==> src/rtl/bcd_display_feeder.sv <==
// bcd_display_feeder: accepts a 32-bit unsigned value over valid/ready and
// converts it to 8 packed BCD digits with a sequential double-dabble loop.
// The result is held on a stable output register that only updates on commit.
//
// Ports:
//   clk       system clock, all logic on posedge
//   rst       synchronous active-high reset
//   in_valid  in_value offered this cycle
//   in_ready  idle and able to accept (registered)
//   in_value  unsigned binary value to convert
//   bcd_out   packed BCD result, digit 0 in [3:0]; all 'E' on overflow
//   ovf       last committed value exceeded 99_999_999
//   done      one-cycle pulse when bcd_out/ovf update
module bcd_display_feeder (
  input  logic        clk,
  input  logic        rst,
  input  logic        in_valid,
  output logic        in_ready,
  input  logic [31:0] in_value,
  output logic [31:0] bcd_out,
  output logic        ovf,
  output logic        done
);

  localparam int unsigned W      = 32;
  localparam int unsigned DIGITS = 8;
  localparam int unsigned CNT_W  = 5;

  localparam logic [W-1:0]     MAX_VAL   = W'(99_999_999);
  localparam logic [W-1:0]     ERR_WORD  = 32'hEEEE_EEEE;
  localparam logic [CNT_W-1:0] CNT_START = CNT_W'(W - 1);

  typedef enum logic [1:0] {
    ST_IDLE,
    ST_SHIFT,
    ST_COMMIT
  } state_t;

  state_t           state_q, state_d;
  logic [W-1:0]     bin_q, bin_d;
  logic [W-1:0]     acc_q, acc_d;
  logic [CNT_W-1:0] cnt_q, cnt_d;
  logic             ovf_p_q, ovf_p_d;
  logic [W-1:0]     bcd_out_q, bcd_out_d;
  logic             ovf_q, ovf_d;
  logic             done_q, done_d;
  logic             in_ready_q, in_ready_d;

  logic [W-1:0]     acc_fix;

  // Double-dabble digit correction: a digit >= 5 would carry past 9 after the shift.
  function automatic logic [3:0] fix_nib(input logic [3:0] n);
    fix_nib = (n >= 4'd5) ? (n + 4'd3) : n;
  endfunction

  // All eight digits are corrected in parallel on the pre-shift accumulator.
  always_comb begin
    acc_fix = '0;
    for (int i = 0; i < int'(DIGITS); i++) begin
      acc_fix[i*4 +: 4] = fix_nib(acc_q[i*4 +: 4]);
    end
  end

  // Next-state and datapath control.
  always_comb begin
    state_d    = state_q;
    bin_d      = bin_q;
    acc_d      = acc_q;
    cnt_d      = cnt_q;
    ovf_p_d    = ovf_p_q;
    bcd_out_d  = bcd_out_q;
    ovf_d      = ovf_q;
    done_d     = 1'b0;
    in_ready_d = in_ready_q;

    case (state_q)
      ST_IDLE: begin
        if (in_valid && in_ready_q) begin
          bin_d      = in_value;
          acc_d      = '0;
          ovf_p_d    = (in_value > MAX_VAL);
          cnt_d      = CNT_START;
          in_ready_d = 1'b0;
          state_d    = ST_SHIFT;
        end
      end

      ST_SHIFT: begin
        // Top bit of the corrected accumulator falls off; only overflow values reach it.
        acc_d = W'({acc_fix, bin_q[W-1]});
        bin_d = bin_q << 1;
        cnt_d = cnt_q - CNT_W'(1);
        if (cnt_q == '0) begin
          state_d = ST_COMMIT;
        end
      end

      ST_COMMIT: begin
        bcd_out_d  = ovf_p_q ? ERR_WORD : acc_q;
        ovf_d      = ovf_p_q;
        done_d     = 1'b1;
        in_ready_d = 1'b1;
        state_d    = ST_IDLE;
      end

      default: begin
        state_d    = ST_IDLE;
        in_ready_d = 1'b1;
      end
    endcase
  end

  // State and data registers with synchronous reset.
  always_ff @(posedge clk) begin
    if (rst) begin
      state_q    <= ST_IDLE;
      bin_q      <= '0;
      acc_q      <= '0;
      cnt_q      <= '0;
      ovf_p_q    <= 1'b0;
      bcd_out_q  <= '0;
      ovf_q      <= 1'b0;
      done_q     <= 1'b0;
      in_ready_q <= 1'b1;
    end else begin
      state_q    <= state_d;
      bin_q      <= bin_d;
      acc_q      <= acc_d;
      cnt_q      <= cnt_d;
      ovf_p_q    <= ovf_p_d;
      bcd_out_q  <= bcd_out_d;
      ovf_q      <= ovf_d;
      done_q     <= done_d;
      in_ready_q <= in_ready_d;
    end
  end

  assign in_ready = in_ready_q;
  assign bcd_out  = bcd_out_q;
  assign ovf      = ovf_q;
  assign done     = done_q;

endmodule

==> config.mk <==
export PLATFORM = sky130hd
export DESIGN_NAME = bcd_display_feeder
export DESIGN_NICKNAME = d
export VERILOG_FILES = /design/src/rtl/bcd_display_feeder.sv
export SDC_FILE = /design/constraint.sdc
export NUM_CORES = 1
export LEC_CHECK = 0
export BUFFER_PORTS_ARGS = -buffer_cell sky130_fd_sc_hd__buf_2
export CAP_MARGIN = 20
export CELL_PAD_IN_SITES_DETAIL_PLACEMENT = 0
export CELL_PAD_IN_SITES_GLOBAL_PLACEMENT = 1
export CORE_MARGIN = 3
export CORE_UTILIZATION = 46
export CTS_CLUSTER_DIAMETER = 120
export DETAILED_ROUTE_END_ITERATION = 10
export GPL_TIMING_DRIVEN = 0
export PLACE_DENSITY_LB_ADDON = 0.1
export REMOVE_ABC_BUFFERS = 1
export SLEW_MARGIN = 30
export SYNTH_ARGS = -nofsm -noshare
export SYNTH_HDL_FRONTEND = slang
export SYNTH_SLANG_ARGS = --single-unit
==> constraint.sdc <==
create_clock -name clk -period 3.19 [get_ports clk]
set_input_delay 0.4785 -clock clk [delete_from_list [all_inputs] [get_ports clk]]
set_output_delay 0.4785 -clock clk [all_outputs]
set_load 0.05 [all_outputs]
* Word level (Yosys, flattened, before mapping)
Cells that the tools add are included.
** Operators by class
- Reduce and logical (&&, ||, !) cells :: 8
- Bitwise gates (word level) :: 1
- Magnitude comparators :: 9
- Add/sub/neg operators :: 9
- Mux-type cells :: 21
- Equal/unequal tests :: 4
** Operators with widths (number)
- 32-bit case mux with 2 select lines :: 2
- 32-bit two-way mux :: 3
- 4-bit by 3-bit greater-or-equal comparator with 1-bit output, second input constant :: 8
- 32-bit by 27-bit > comparator with 1-bit output, second input constant :: 1
- 4-bit by 2-bit adder with 4-bit output, second input constant :: 7
- 4-bit two-way mux :: 7
- 5-bit case mux with 2 select lines :: 1
- 2-bit AND reduction :: 4
- 5-bit zero test :: 1
- 5-bit two-way mux :: 1
- 5-bit by 1-bit subtractor with 5-bit output, second input constant :: 1
- 2-bit two-way mux :: 2
- 2-bit inequality test, second input constant :: 2
- 2-bit case mux with 2 select lines :: 1
- 3-bit by 2-bit adder with 3-bit output, second input constant :: 1
- 3-bit two-way mux :: 1
- 2-bit by 1-bit == test with 1-bit output, second input constant :: 1
- 2-bit == test, second input constant :: 1
- 2-bit zero test :: 1
- 1-bit two-way mux :: 2
- 1-bit case mux with 2 select lines :: 1
- 2-bit nonzero test :: 1
- 1-bit logical AND :: 1
- 1-bit inverter :: 1
** Storage, ports and cells
- Output and inout port bits :: 35
- Register bits after elaboration :: 107
- Logic and storage cells :: 61

* Logic depth before layout (Yosys ltp)
- Depth after elaboration :: 3
- Mapped depth :: 6

* Worst setup path after synthesis
OpenSTA, ideal clock, no wires.
- Path kind :: flip-flop to flip-flop
- From :: register in_ready_q, in the netlist in_ready
- To :: register bin_q[26]
- Arrival time :: 1.540 ns
- Cell stages (with the launch flop) :: 6
- Library setup time :: 0.089 ns
- Setup slack :: 1.562 ns
- Cells stage by stage :: dfxtp_1 > and4bb_1 > buf_6 > buf_4 > nand2_1 > a311oi_2
** Between the ends
- Word-level cells in the longest chain between the ends :: 3
** RTL lines
- from (decl) :: line 47 : logic in_ready_q, in_ready_d;
- from (signal assigned) :: line 134 : in_ready_q <= in_ready_d;
- 1-bit logical AND :: line 78 : if (in_valid && in_ready_q) begin
- 2-bit inequality test (no line)
- 2-bit AND reduction (no line)
- to (signal assigned) :: line 127 : bin_q <= bin_d;
- to (decl) :: line 40 : logic [W-1:0] bin_q, bin_d;
Every way passes these cells.
A chain may end at the register's enable or synchronous reset.

* Worst setup path in the final report
- From :: register state_q[0]
- To :: register acc_q[13]
** Between the ends
- Word-level cells in the longest chain between the ends :: 3
** RTL lines
- from (decl) :: line 39 : state_t state_q, state_d;
- from (signal assigned) :: line 126 : state_q <= state_d;
- 2-bit by 1-bit == test with 1-bit output / 2-bit zero test (equally long branches) :: line 76 : case (state_q)
- 2-bit nonzero test (no line) / 2-bit inequality test (equally long branches)
- 2-bit AND reduction (no line)
- to (signal assigned) :: line 118 : acc_q <= '0;
- to (signal assigned) :: line 128 : acc_q <= acc_d;
- to (decl) :: line 41 : logic [W-1:0] acc_q, acc_d;
Parallel ways exist; a longest one is shown, timed or not.

==> results by group <==
Run status
  – Status: finished clean

Timing
  – Setup_tns: 0 ps
  – Setup violations, final: 0
  – Min setup slack post-route: 1240 ps
  – Slew Limit Fails: 0
  – Fin crit period: 1950 ps
  – Post-route clock period utilization: 61.1%
  – Unrepaired setup endpoints after global routing: false
  – Slew @ Worst Pin: 760 ps
  – Final setup skew: 14.1 ps
  – Hold Violations, Final: 0
  – Peak Freq: 0.513 GHz
  – Slew HR: 49.3%

Drt
  – Via density: 5.38
  – Total wire length: 10700 µm
  – Vias: 4064
  – Antenna violation net count after detailed routing: 0
  – # DRC: 0
  – DR pass1 iterations: 4
  – WL/cell: 14.2 µm
  – Iter 0 DRT Violations: 153

Logic synthesis
  – Synth unique cells: 39
  – Mapped Cells: 571
  – Post-synthesis instance area: 4950 µm²
  – Syn Area/Cell: 8.67 µm²
  – Asr flop ratio synth: 0%
  – Seq cells post-synth: 107
  – Register area share after synthesis: 43.3%
  – EDFF count, synth: 0
  – Top FF cell, synth: dfxtp_1
  – Syn. warnings: 0

Place
  – Dpl ws: 1270 ps
  – Dpl hpwl: 7050 µm
  – PortBufs: 69
  – Placed cells: 739
  – GP Congestion: 0.743

Finish
  – Area growth, synth to finish: 13.4%
  – Most common cell after layout, fill and taps aside: dfxtp_1
  – Layout cells sized above 1: 20.4%
  – Final Util: 53.9%
  – Diodes inserted: 0
  – Non-filler instance count after layout: 755
  – Fin nets: 666
  – Commonest cells after routing, fill and taps aside: dfxtp_1, nand2_1, buf_2

Clock network
  – CTS tree: yes
  – Root Buffer: clkbuf_8
  – Clock slew at reported path FFs: 100 ps
  – CTS sink count: 107
  – Clk buf depth: 2
  – CTS buffer count: 9
  – Post-CTS setup buffers: 0
  – Worst-skew pair later-pin latency: 360 ps
  – Hold buffers post-CTS: 0
  – Post-CTS sizing: 0
  – Htree depth: 3

Pwr
  – Leak: 0.00218 µW
  – Pwr per Cell Area: 511 nW/µm²
  – VDD IR max: 193 µV

Worst setup path
  – CP startpoint kind: flip-flop
  – CP max FO: 56
  – Setup CP Type: reg2reg
  – CP max-delay cell: nor2_2
  – Slowest stage delay, CP: 740 ps
  – Required time of the critical path: 3490 ps
  – Crit path DAT: 2250 ps
  – Crit end category: flip-flop
  – R2R depth: 3
  – Worst path cell trace: nand2b_4 -> nor2_2 -> a22o_1

Global route
  – Vias in the first global route: 3812
  – Gr usage total: 18.6%
  – First-pass GRT wire length: 18100 µm
  – Grt ovf: 0
  – Initial antenna violation count: 0
  – Largest net degree at the start of global routing: 57

Die
  – Die width: 110 µm
  – I/O pins: 70
  – Rows: 37
  – Die area: 12000 µm²
  – Die Y: 110 µm
  – Initial core utilization: 47.5%
  – CORE AREA: 10400 µm²

Hold path
  – Hold Path Class: in2reg
  – Worst Hold Depth: 3

Run
  – MaxCap Viol Count: 0
==> worst max-delay path: cells and delay by family (launching register included) <==
family             cells  cell delay [ps]
and+or+nand+nor        2             1150
AOI/OAI and AO/OA      1              230
DFF                    1              490
==> cells by family (layout without fill, tap and decap cells) <==
kind of cell | after synthesis | in the layout | synth area share (%)
AOI/OAI and AO/OA | 111 | 111 | 18.5
xor gates and xnor gates | 17 | 17 | 3.01
adders and majority gates | 17 | 17 | 4.30
buffers and inverters | 61 | 109 | 5.81
DFF | 107 | 107 | 43.3
muxes | 8 | 8 | 1.62
and+or+nand+nor | 250 | 250 | 23.5
==> power breakdown <==
part | total, µW | switching (µW) | internal, µW
sequential | 1510 | 77.2 | 1430
combinational | 561 | 360 | 201
clock | 794 | 461 | 334
total | 2870 | 898 | 1970
==> worst paths after layout <==
kind                             startpoint     endpoint  slack, ps
worst max-delay path             state_q[0]    acc_q[13]       1240
worst min-delay path            in_value[0]     bin_q[0]        350
worst max register to register   state_q[0]    acc_q[13]       1240
worst min register to register  bcd_out[24]  bcd_out[24]        450
==> layer usage <==
| metal | routed length, µm | GRT usage, % | vias up |
|---|---|---|---|
| li1 | - | - | 2077 |
| met1 | 5090 | 24.5 | 1891 |
| met2 | 5030 | 31.3 | 85 |
| met3 | 472 | 2.94 | 11 |
| met4 | 125 | 5.43 | 0 |
| met5 | 0 | 0 | - |
==> metrics by stage <==
step           instance area (µm²)  hold slack (ps)  power, µW
2_1_floorplan                 4730              426       1900
3_3_place_gp                  5250              435       2060
3_5_place_dp                  5430              443       2110
4_1_cts                       5610              334       2910
5_1_grt                       5610              350       3020
6_report                      5610              351       2870
==> area by class of cell <==
| type | instances | area (µm²) |
|---|---|---|
| fillers | 1015 | 4800 |
| multi-input cells | 403 | 2560 |
| flip-flops and latches | 107 | 2140 |
| repair buffers | 75 | 485 |
| well taps | 136 | 170 |
| clock buffers | 12 | 155 |
| inverters | 18 | 67.6 |
| clock inverters | 4 | 33.8 |
==> Yosys cell counts (15+ instances only) <==
cell / n / area share, %
ha_1: 17 / 4.3
or3_1: 15 / 1.9
nor3_1: 58 / 5.9
buf_2: 23 / 2.3
nand2_1: 77 / 5.8
nor2_1: 59 / 4.5
nand3_1: 17 / 1.7
o21ai_0: 17 / 1.7
a21oi_1: 39 / 3.9
a311oi_2: 25 / 7.6
a22o_1: 16 / 2.8
dfxtp_1: 107 / 43
inv_1: 18 / 1.4
==> registers in the layout (all words and copies together), names as in the netlist <==
register,flops
done,1
bcd_out,32
in_ready,1
cnt_q,5
state_q,2
acc_q,32
ovf,1
ovf_p_q,1
bin_q,32
Power figures use the tool's default switching activity.
